<file path="config.mk">
export PLATFORM = sky130hd
export DESIGN_NAME = scan_reg_bank
export DESIGN_NICKNAME = d
export VERILOG_FILES = /design/src/rtl/scan_reg_pkg.sv /design/src/rtl/scan_shift_ctr.sv /design/src/rtl/scan_reg_bank.sv
export SDC_FILE = /design/constraint.sdc
export NUM_CORES = 1
export LEC_CHECK = 0
export ABC_AREA = 1
export CAP_MARGIN = 20
export CORE_MARGIN = 2
export CORE_UTILIZATION = 57
export CTS_BUF_LIST = sky130_fd_sc_hd__clkbuf_2 sky130_fd_sc_hd__clkbuf_4 sky130_fd_sc_hd__clkbuf_8
export CTS_CLUSTER_DIAMETER = 60
export DETAILED_ROUTE_END_ITERATION = 8
export GPL_TIMING_DRIVEN = 0
export PLACE_DENSITY = 0.82
export SKIP_LAST_GASP = 1
export SLEW_MARGIN = 20
export SYNTH_ARGS = -nofsm -noshare
export SYNTH_HDL_FRONTEND = slang
export SYNTH_SLANG_ARGS = --single-unit
</file>
<file path="constraint.sdc">
create_clock -name clk -period 1.1 [get_ports clk]
set_input_delay 0.22 -clock clk [delete_from_list [all_inputs] [get_ports clk]]
set_output_delay 0.22 -clock clk [all_outputs]
set_load 0.02 [all_outputs]
</file>
<file path="src/rtl/scan_reg_pkg.sv">
// Shared definitions for the scan-testable register bank: operating-mode
// encodings and elaboration-time helpers (chain sizing, log2, parity).
package scan_reg_pkg;

  localparam logic MODE_FUNC  = 1'b0;
  localparam logic MODE_SHIFT = 1'b1;

  // Widest word the parity helper accepts; callers zero-extend into it.
  localparam int PAR_MAXW = 64;

  // Flops per chain when TOTAL bits are spread over n chains (rounded up).
  function automatic int chain_len(input int total, input int n);
    return (total + n - 1) / n;
  endfunction

  function automatic int clog2(input int value);
    int r;
    r = 0;
    for (int v = value - 1; v > 0; v = v >> 1) r++;
    return r;
  endfunction

  // Even-parity bit: makes the total count of ones (data + parity) even.
  function automatic logic parity(input logic [PAR_MAXW-1:0] data);
    return ^data;
  endfunction

endpackage

</file>
<file path="src/rtl/scan_shift_ctr.sv">
// Shift counter for the register-bank scan chains. Counts consecutive shift
// cycles and raises a one-cycle shift_done after CHAIN_LEN of them, i.e. when
// a complete chain load/unload has happened. Any gap resets the count.
module scan_shift_ctr
  import scan_reg_pkg::*;
#(
  parameter int CHAIN_LEN = 16
) (
  input  logic clk,
  input  logic reset,
  input  logic shift,
  output logic shift_done
);

  localparam int CW = (clog2(CHAIN_LEN) < 1) ? 1 : clog2(CHAIN_LEN);
  localparam logic [CW-1:0] LAST = CW'(CHAIN_LEN - 1);

  logic [CW-1:0] count;

  // Count shift cycles; wrap and flag on the last position, clear on any gap.
  always_ff @(posedge clk) begin
    if (reset) begin
      count      <= '0;
      shift_done <= 1'b0;
    end else if (shift) begin
      if (count == LAST) begin
        count      <= '0;
        shift_done <= 1'b1;
      end else begin
        count      <= count + CW'(1);
        shift_done <= 1'b0;
      end
    end else begin
      count      <= '0;
      shift_done <= 1'b0;
    end
  end

endmodule

</file>
<file path="src/rtl/scan_reg_bank.sv">
// Scan-testable register bank: DEPTH words of WIDTH bits with a functional
// write port and a registered read port. All storage lives directly in
// N_CHAINS balanced scan chains; flattened bit k sits in chain k%N_CHAINS at
// position k/N_CHAINS, and unused tail positions are padding flops.
// Optional build macro: SCAN_REG_PARITY_EN adds a stored even-parity bit per
// word (scanned like data) and drives rd_err with the registered mismatch.
module scan_reg_bank
  import scan_reg_pkg::*;
#(
  parameter int WIDTH    = 8,
  parameter int DEPTH    = 4,
  parameter int N_CHAINS = 2,
  parameter int AW       = 2
) (
  input  logic                clk,
  input  logic                reset,
  input  logic                test_mode,
  input  logic                scan_en,
  input  logic [N_CHAINS-1:0] scan_in,
  output logic [N_CHAINS-1:0] scan_out,
  output logic                shift_done,
  input  logic                wr_en,
  input  logic [AW-1:0]       wr_addr,
  input  logic [WIDTH-1:0]    wr_data,
  input  logic [AW-1:0]       rd_addr,
  output logic [WIDTH-1:0]    rd_data,
  output logic                rd_err
);

`ifdef SCAN_REG_PARITY_EN
  localparam int PAR_BITS = 1;
`else
  localparam int PAR_BITS = 0;
`endif
  localparam int WB        = WIDTH + PAR_BITS;
  localparam int TOTAL     = DEPTH * WB;
  localparam int CHAIN_LEN = chain_len(TOTAL, N_CHAINS);

  logic [N_CHAINS-1:0][CHAIN_LEN-1:0] chain_q;
  logic [TOTAL-1:0]                   flat;
  logic [WB-1:0]                      wr_word;
  logic [WB-1:0]                      rd_word;
  logic                               mode;
  logic                               wr_hit;

  assign mode   = (test_mode && scan_en) ? MODE_SHIFT : MODE_FUNC;
  assign wr_hit = wr_en && (int'(wr_addr) < DEPTH);

`ifdef SCAN_REG_PARITY_EN
  assign wr_word = {parity(PAR_MAXW'(wr_data)), wr_data};
`else
  assign wr_word = wr_data;
`endif

  // Word-ordered view of the storage, unscrambled from the chain layout.
  for (genvar k = 0; k < TOTAL; k++) begin : g_flat
    assign flat[k] = chain_q[k % N_CHAINS][k / N_CHAINS];
  end

  // Last flop of each chain drives the chain output with no logic after it.
  for (genvar c = 0; c < N_CHAINS; c++) begin : g_scan_out
    assign scan_out[c] = chain_q[c][CHAIN_LEN-1];
  end

  // Storage: reset clears everything, shift moves every chain one place
  // (padding included), otherwise a valid write updates the addressed word.
  always_ff @(posedge clk) begin
    if (reset) begin
      chain_q <= '0;
    end else if (mode == MODE_SHIFT) begin
      for (int c = 0; c < N_CHAINS; c++) begin
        chain_q[c][0] <= scan_in[c];
        for (int p = 1; p < CHAIN_LEN; p++) begin
          chain_q[c][p] <= chain_q[c][p-1];
        end
      end
    end else if (wr_hit) begin
      for (int k = 0; k < TOTAL; k++) begin
        if (k / WB == int'(wr_addr)) begin
          chain_q[k % N_CHAINS][k / N_CHAINS] <= wr_word[k % WB];
        end
      end
    end
  end

  // Read mux over the pre-write storage; out-of-range addresses read zero.
  always_comb begin
    rd_word = '0;
    for (int w = 0; w < DEPTH; w++) begin
      if (int'(rd_addr) == w) rd_word = flat[w*WB +: WB];
    end
  end

  // Registered read data; frozen while the chains are shifting.
  always_ff @(posedge clk) begin
    if (reset) begin
      rd_data <= '0;
    end else if (mode == MODE_FUNC) begin
      rd_data <= rd_word[WIDTH-1:0];
    end
  end

`ifdef SCAN_REG_PARITY_EN
  logic rd_err_q;

  // Parity check of the word being read, aligned with rd_data.
  always_ff @(posedge clk) begin
    if (reset) begin
      rd_err_q <= 1'b0;
    end else if (mode == MODE_FUNC) begin
      rd_err_q <= ^rd_word;
    end
  end

  assign rd_err = rd_err_q;
`else
  assign rd_err = 1'b0;
`endif

  scan_shift_ctr #(
    .CHAIN_LEN(CHAIN_LEN)
  ) u_shift_ctr (
    .clk       (clk),
    .reset     (reset),
    .shift     (mode == MODE_SHIFT),
    .shift_done(shift_done)
  );

endmodule

</file>
======== After elaboration in Yosys (flattened, before gate mapping) ========
Index checks and enable logic that the tools add are counted.
word-level totals
  output and inout bits ................... 12
  word-level logic and storage cells ...... 74
  bits of input ports ..................... 19
  register bits after elaboration ......... 45
cells by class
  add/subtract/negate cells ............... 1
  mux-type cells .......................... 40
  equality and inequality tests ........... 7
  reductions and logical operators ........ 14
  bitwise operators ....................... 1
operator list
  cell                                                                   count
  32-bit two-way mux                                                     2
  1-bit two-way mux                                                      34
  8-bit two-way mux                                                      4
  2-bit nonzero test                                                     5
  2-bit AND reduction                                                    4
  4-bit by 1-bit adder with 4-bit output, second input constant          1
  2-bit equality test, first input constant                              2
  2-bit equality test, second input constant                             2
  4-bit equality test, second input constant                             1
  2-bit zero test                                                        2
  3-bit OR reduction                                                     1
  1-bit by 2-bit equality test with 1-bit output, first input constant   1
  2-bit by 1-bit equality test with 1-bit output, second input constant  1
  2-bit OR reduction                                                     1
  1-bit logical AND                                                      1
  1-bit NOT                                                              1

======== Depth between registers and ports, before layout ========
  depth in word-level cells ............... 5
  depth in mapped cells ................... 7
  depth with buffers taken out ............ 6

======== Cells and area by module ========
A second synthesis with hierarchy kept.
unflattened totals
  cells, all modules ...................... 334
  area total of the unflattened synthesis .. 2204.6 µm²
modules (own cells, without submodules)
  module          instances  area each (µm²)  cells each  sequential area each (µm²)
  scan_reg_bank   1          2015.7           311         800.8
  scan_shift_ctr  1          188.9            23          100.1

======== Worst setup path before layout ========
Ideal clock, no wire load.
  kind .................................... in2reg
  start ................................... in reset
  end ..................................... reg chain_q[19] (netlist name)
  path buffers ............................ 2
  required time ........................... 959 ps
  setup time .............................. 141 ps
  stages on the path ...................... 3
  arrival ................................. 808 ps
  path slack .............................. 151 ps
  cell sequence ........................... buf_2 clkbuf_1 a21oi_1
RTL lines
  element                        RTL line             RTL
  start, declared                scan_reg_bank.sv:16  input logic reset,
  end signal, assigned by index  scan_reg_bank.sv:72  chain_q[c][0] <= scan_in[c];
  end signal, assigned by index  scan_reg_bank.sv:74  chain_q[c][p] <= chain_q[c][p-1];
  end signal, assigned by index  scan_reg_bank.sv:80  chain_q[k % N_CHAINS][k / N_CHAINS] <= wr_word[k % WB];
  end, declared                  scan_reg_bank.sv:39  logic [N_CHAINS-1:0][CHAIN_LEN-1:0] chain_q;
No word-level cell between the ends.

======== Worst setup path in the final report ========
  start ................................... reg rd_data[4]
  end ..................................... out rd_data[4]
RTL lines
  element                 RTL line             RTL
  start, declared         scan_reg_bank.sv:26  output logic [WIDTH-1:0] rd_data,
  start signal, assigned  scan_reg_bank.sv:99  rd_data <= rd_word[WIDTH-1:0];
No word-level cell between the ends.

==> flow_summary.yaml <==
clock_network:
  clkSinkCount: 45
  clk_pin_slew_ns: 0.09
  clockBufferDepth: 2
  clkLatencyLatePin_ns: 0.31
  cts_hold_buf: 0
  cts_tree: "yes"
  htreeDepth: 2
  numCtsBuffers: 5
  root_buffer: "clkbuf_8"
timing:
  rsz0062_at_grt: "no"
  setup_ws_ns: 0.0517
  holdWs_ns: 0.177
  fin_crit_sh_pct: 95.3
  fin_skew_ns: 0.00770
  maxSlewViolCount: 0
  max_freq_ghz: 0.954
  relSlewSlack_pct: 57.3
  period_needed_ns: 1.05
  hold_violations: 0
  max_slew.worst_pin.slew_ns: 0.640
  finalSetupViolations: 0
place:
  io_buffer_count: 26
  place_hpwl_um: 4530
  dp.cells: 416
  gp_congestion: 0.945
  dp_slack_ns: -0.528
  placed_area_sq_um: 2710
grt:
  grt_max_degree: 16
  grt_pass1_wl_um: 10500
  overflow: 0
  antenna_found_initial: 0
  grt_pass1_vias: 2297
  track_usage_pct: 30.1
critical_path:
  path_cells: "buf_2"
  worst-setup-path-type: "reg2out"
  critPathCaptureType: "primary output"
  endpoint: "rd_data[4]"
  critical-path-slowest-cell: "dfxtp_1"
  startpoint_type: "flop"
  timing.rr.start: "u_shift_ctr.count[1]"
  rrSetupSlack_ns: 0.11
  r2r-end: "u_shift_ctr.count[1]"
  crit_buf_inv: 1
  required_ns: 0.88
  worst-path-stages: 1
  worst_ep_arrival_time_ns: 0.83
  ff2ff_path_depth: 4
  crit_path_start: "rd_data[4]"
  crit_path_max_incr_delay_ns: 0.35
  cp_max_fo: 2
  critical_path.top_delay_family: "flip-flops"
yosys:
  yosysTopAreaCellShare_pct: 37.7
  synth-warning-count: 0
  syn_area_per_cell_sq_um: 7.03
  ys_seq_area_share_pct: 37.7
  ys_ff_latch: 45
  yosys.area.top_type: "dfxtp_1"
  netlist_instances: 340
  syn_nets: 360
  synth_area_leaders: "dfxtp_1 38%, nand2_1 17%, nand3_1 16%"
  ys_types: 24
  synth_area_sq_um: 2390
floorplan:
  core_sq_um: 4030
  dieWidth_um: 68.8
  die_y_um: 68.8
  io_pins: 31
  initial_core_util_pct: 59.3
  dieArea_sq_um: 4730
  std_cell_rows: 23
final_layout:
  fin_area_sq_um: 2860
  final_cells: 425
  drive_gt1_share_pct: 21.3
  diodes: 0
  mostFrequentLayoutCell: "nand2_1"
  final_nets: 394
  area_delta_synth_final_pct: 19.6
  final_cell_mix: "104 x nand2_1, 73 x nand3_1, 43 x dfxtp_1"
drt:
  avgViaCountPerCell: 5.95
  wl_um: 6630
  antenna_left: 0
  drtIter0Drc: 206
  wl_per_cell_um: 15.6
  num_vias: 2530
  drc: 0
  firstDrtPassIters: 5
power:
  cellPowerDensity_nw_per_um2: 1230
  ir_drop_mv: 0.868
  p_leak_nw: 1.25
status:
  status: "finished, final reports clean"
worst_hold_path:
  hp-class: "in2reg"
job:
  drv_cap: 0
## cell families (layout without fill, tap and decap cells)
family / count (synthesis) / count (layout) / synth area share, %
AOI/OAI and AO/OA: 41 / 41 / 10.8
adders and majority gates: 1 / 1 / 0.523
DFF: 45 / 45 / 37.7
other: 1 / 1 / 0.157
buffers and inverters: 27 / 62 / 6.49
xor gates and xnor gates: 1 / 1 / 0.366
and+or+nand+nor: 224 / 224 / 44.0
## area by class of cell
| class | instances | area, sq um |
|---|---|---|
| Multi-Input combinational cell | 268 | 1420 |
| Fill cell | 346 | 1170 |
| Sequential cell | 45 | 903 |
| Timing Repair Buffer | 29 | 238 |
| Buffer | 19 | 126 |
| Clock buffer | 5 | 68.8 |
| Tap cell | 50 | 62.6 |
| Clock inverter | 3 | 22.5 |
| Inverter | 6 | 22.5 |
## power breakdown
part | total [mW] | switching [mW] | internal (mW)
sequential | 1.78 | 0.0636 | 1.71
combinational | 0.683 | 0.434 | 0.250
clock | 1.06 | 0.611 | 0.451
## registers in the layout (all words and copies together), names as in the netlist
signal and flops:
u_shift_ctr.shift_done 1, rd_data 8, u_shift_ctr.count 4, chain_q 30, scan_out 2
## per-stage QoR
step / util (%) / TNS (ns) / total power [mW]
2_1_floorplan: - / 0 / 2.23
3_3_place_gp: 67.4 / -17.44 / 2.44
3_5_place_dp: 67.4 / -18.74 / 2.46
4_1_cts: 70.3 / -0.0337 / 3.49
5_1_grt: 71.0 / 0 / 3.67
6_report: 71.0 / 0 / 3.52
## per-layer routing
| metal | up-vias | GRT usage (%) | routed length (um) |
|---|---|---|---|
| met4 | 0 | 12.3 | 94 |
| met2 | 149 | 49.2 | 3280 |
| li1 | 1184 | - | - |
| met5 | - | 0 | 0 |
| met3 | 10 | 6.82 | 665 |
| met1 | 1187 | 38.5 | 2580 |
## synth_stat cells
cell        n
nor2_4      1
buf_1       1
inv_1       6
nand2_8     1
nand2_4     8
nor2_2      1
nor2_1     22
nand3_1    75
buf_2      12
clkbuf_1    2
conb_1      1
xnor2_1     1
buf_4       4
nand3_2     3
nand2_2     4
or2_2       1
a21oi_2    14
buf_12      1
a21oi_1    19
dfxtp_1    45
nand2_1   108
ha_1        1
buf_6       1
o21ai_0     8
## what timing repair did
item	CTS	global route
pin swaps	0	1
buffers inserted	1	1
setup endpoints to repair	51	11
resized for setup	65	11
gates cloned	0	1
## how the worst min path moves through the flow
stage                          from                   end  cells past startpoint
6_report                      reset           chain_q[29]                      2
2_1_floorplan  u_shift_ctr.count[0]  u_shift_ctr.count[0]                      1
3_5_place_dp   u_shift_ctr.count[0]  u_shift_ctr.count[0]                      1
5_1_grt                       reset           chain_q[29]                      2
3_3_place_gp   u_shift_ctr.count[0]  u_shift_ctr.count[0]                      1
4_1_cts                       reset           chain_q[29]                      2
No activity file was read; power rests on OpenSTA's default activity.
==> RTL change, RTL diff (same flow settings) <==
The option `SCAN_REG_PARITY_EN` is turned on by a define.
--- a/src/rtl/scan_reg_bank.sv
+++ b/src/rtl/scan_reg_bank.sv
@@ -5,4 +5,6 @@
 // Optional build macro: SCAN_REG_PARITY_EN adds a stored even-parity bit per
 // word (scanned like data) and drives rd_err with the registered mismatch.
+`define SCAN_REG_PARITY_EN
+
 module scan_reg_bank
   import scan_reg_pkg::*;
Formal check against the unedited RTL: not equivalent (Yosys sat finds a counterexample within 4 cycles, from zero or initial values and one cycle with reset high).
==> RTL change against the unedited design <==
The flow now finishes with violations (setup timing). Core utilization up 17 points. Cell area up 35%. Final cell count up 21%. Total power up 20%. Register-to-register slack worse by 0.52 ns. Sequential cell count up 6. Worst setup slack worse by 0.46 ns. Routed wire length up 49%. Area after synthesis up 9.9%.
==> RTL change: results (changes against the unedited design) <==
Gr usage total -> 35.6% (+5.5 points)
Vias per cell -> 6.25 (+4.9%)
Final setup violation count -> 7 (+7)
First-pass GRT wire length -> 14.1 mm (+33%)
Largest stage delay on the critical path -> 0.39 ns (+0.04 ns)
Initial DRC count -> 425 (+110%)
Largest net degree at the start of global routing -> 15 (-1)
Cells on Worst Hold Path -> 4 (+2)
Register area share after synthesis -> 38.8% (+1.2 points)
Wire length on met1 -> 3.41 mm (+32%)
Cells after Synth -> 387 (+14%)
Port Buf Inserts -> 30 (+15%)
Maximum VDD drop -> 0.830 mV (-4.5%)
Crit path to -> rd_err
Biggest regs -> chain_q: 34 flops, rd_data: 8 flops, u_shift_ctr.count: 5 flops
Metal2 WL -> 4.72 mm (+44%)
Nets@finish -> 482 (+22%)
Worst Setup SP -> chain_q[21]
Crit-path max FO -> 3 (+1)
Post-synth net total -> 408 (+13%)
HPWL Detailed -> 5.32 mm (+17%)
Vias -> 3210 (+27%)
CP top delay family -> simple AND/OR/NAND/NOR gates
HP Start -> wr_addr[1]
Share of layout cells above drive strength 1 -> 39.0% (+18 points)
Top cells by count, synth -> 126 x nand2_1, 51 x dfxtp_1, 37 x nor2_1
Met2 Resource Use GR -> 59.2% (+10 points)
Final WS setup -> -0.407 ns (-0.459 ns)
Routability congestion estimate -> 0.983 (+4.0%)
Synth area leaders -> dfxtp_1 39%, nand2_1 18%, a22oi_1 5.7%, nor2_1 5.3%, inv_1 5.0%
Post-Route WL -> 9.90 mm (+49%)
Met3 Use GR -> 8.33% (+1.5 points)
Post-synthesis cell type count -> 32 (+33%)
Outcome -> finished with violations
Cells on worst reg2reg path -> 13 (+9)
Critical path arrival -> 1.73 ns (+0.90 ns)
GR Util met1 -> 40.0% (+1.5 points)
DP Cell Count -> 469 (+13%)
Crit Reg-Reg Startpoint -> chain_q[21]
XOR/XNOR Fraction of Synth Area -> 2.67% (+2.3 points)
Post-synthesis compound-gate area fraction -> 18.3% (+7.5 points)
First-pass iteration count of the detailed router -> 9 (+4)
Leakage -> 1.58 nW (+27%)
Comb pwr -> 0.00111 W (+63%)
Failing checks -> setup timing
[RTL change: cell count changes in the layout (fill, tap and decap cells not counted), moves of 15 or more]
cell     unedited run  this run
nand3_1            73        11
inv_1               6        26
buf_4               6        24
dfxtp_2             2        20
a22oi_1             0        16
a31oi_1             0        15
[RTL change: final cells by class]
type,count,area (um^2)
clock buffer,7,83.8
sequential,51,1050
inverter,37,163
timing repair buffer,66,607
buffer,12,151
multi-input combinational,288,1730
fill,218,527
tap,52,65.1
clock inverter,1,5.00
[RTL change: stage by stage]
step	cell area (um^2)	total power [W]	hold slack, ns
3_3_place_gp	3060	0.00273	0.439
5_1_grt	3860	0.00434	0.364
4_1_cts	3640	0.00401	0.376
6_report	3860	0.00423	0.325
2_1_floorplan	2700	0.00247	0.390
3_5_place_dp	3060	0.00274	0.446
[RTL change: timing repair]
action	4_1_cts	5_1_grt
hold endpoints to repair	0	0
resized for setup	163	75
cloned	5	3
setup buffers	27	11
endpoints found under the setup margin	62	52
pin swaps	39	35
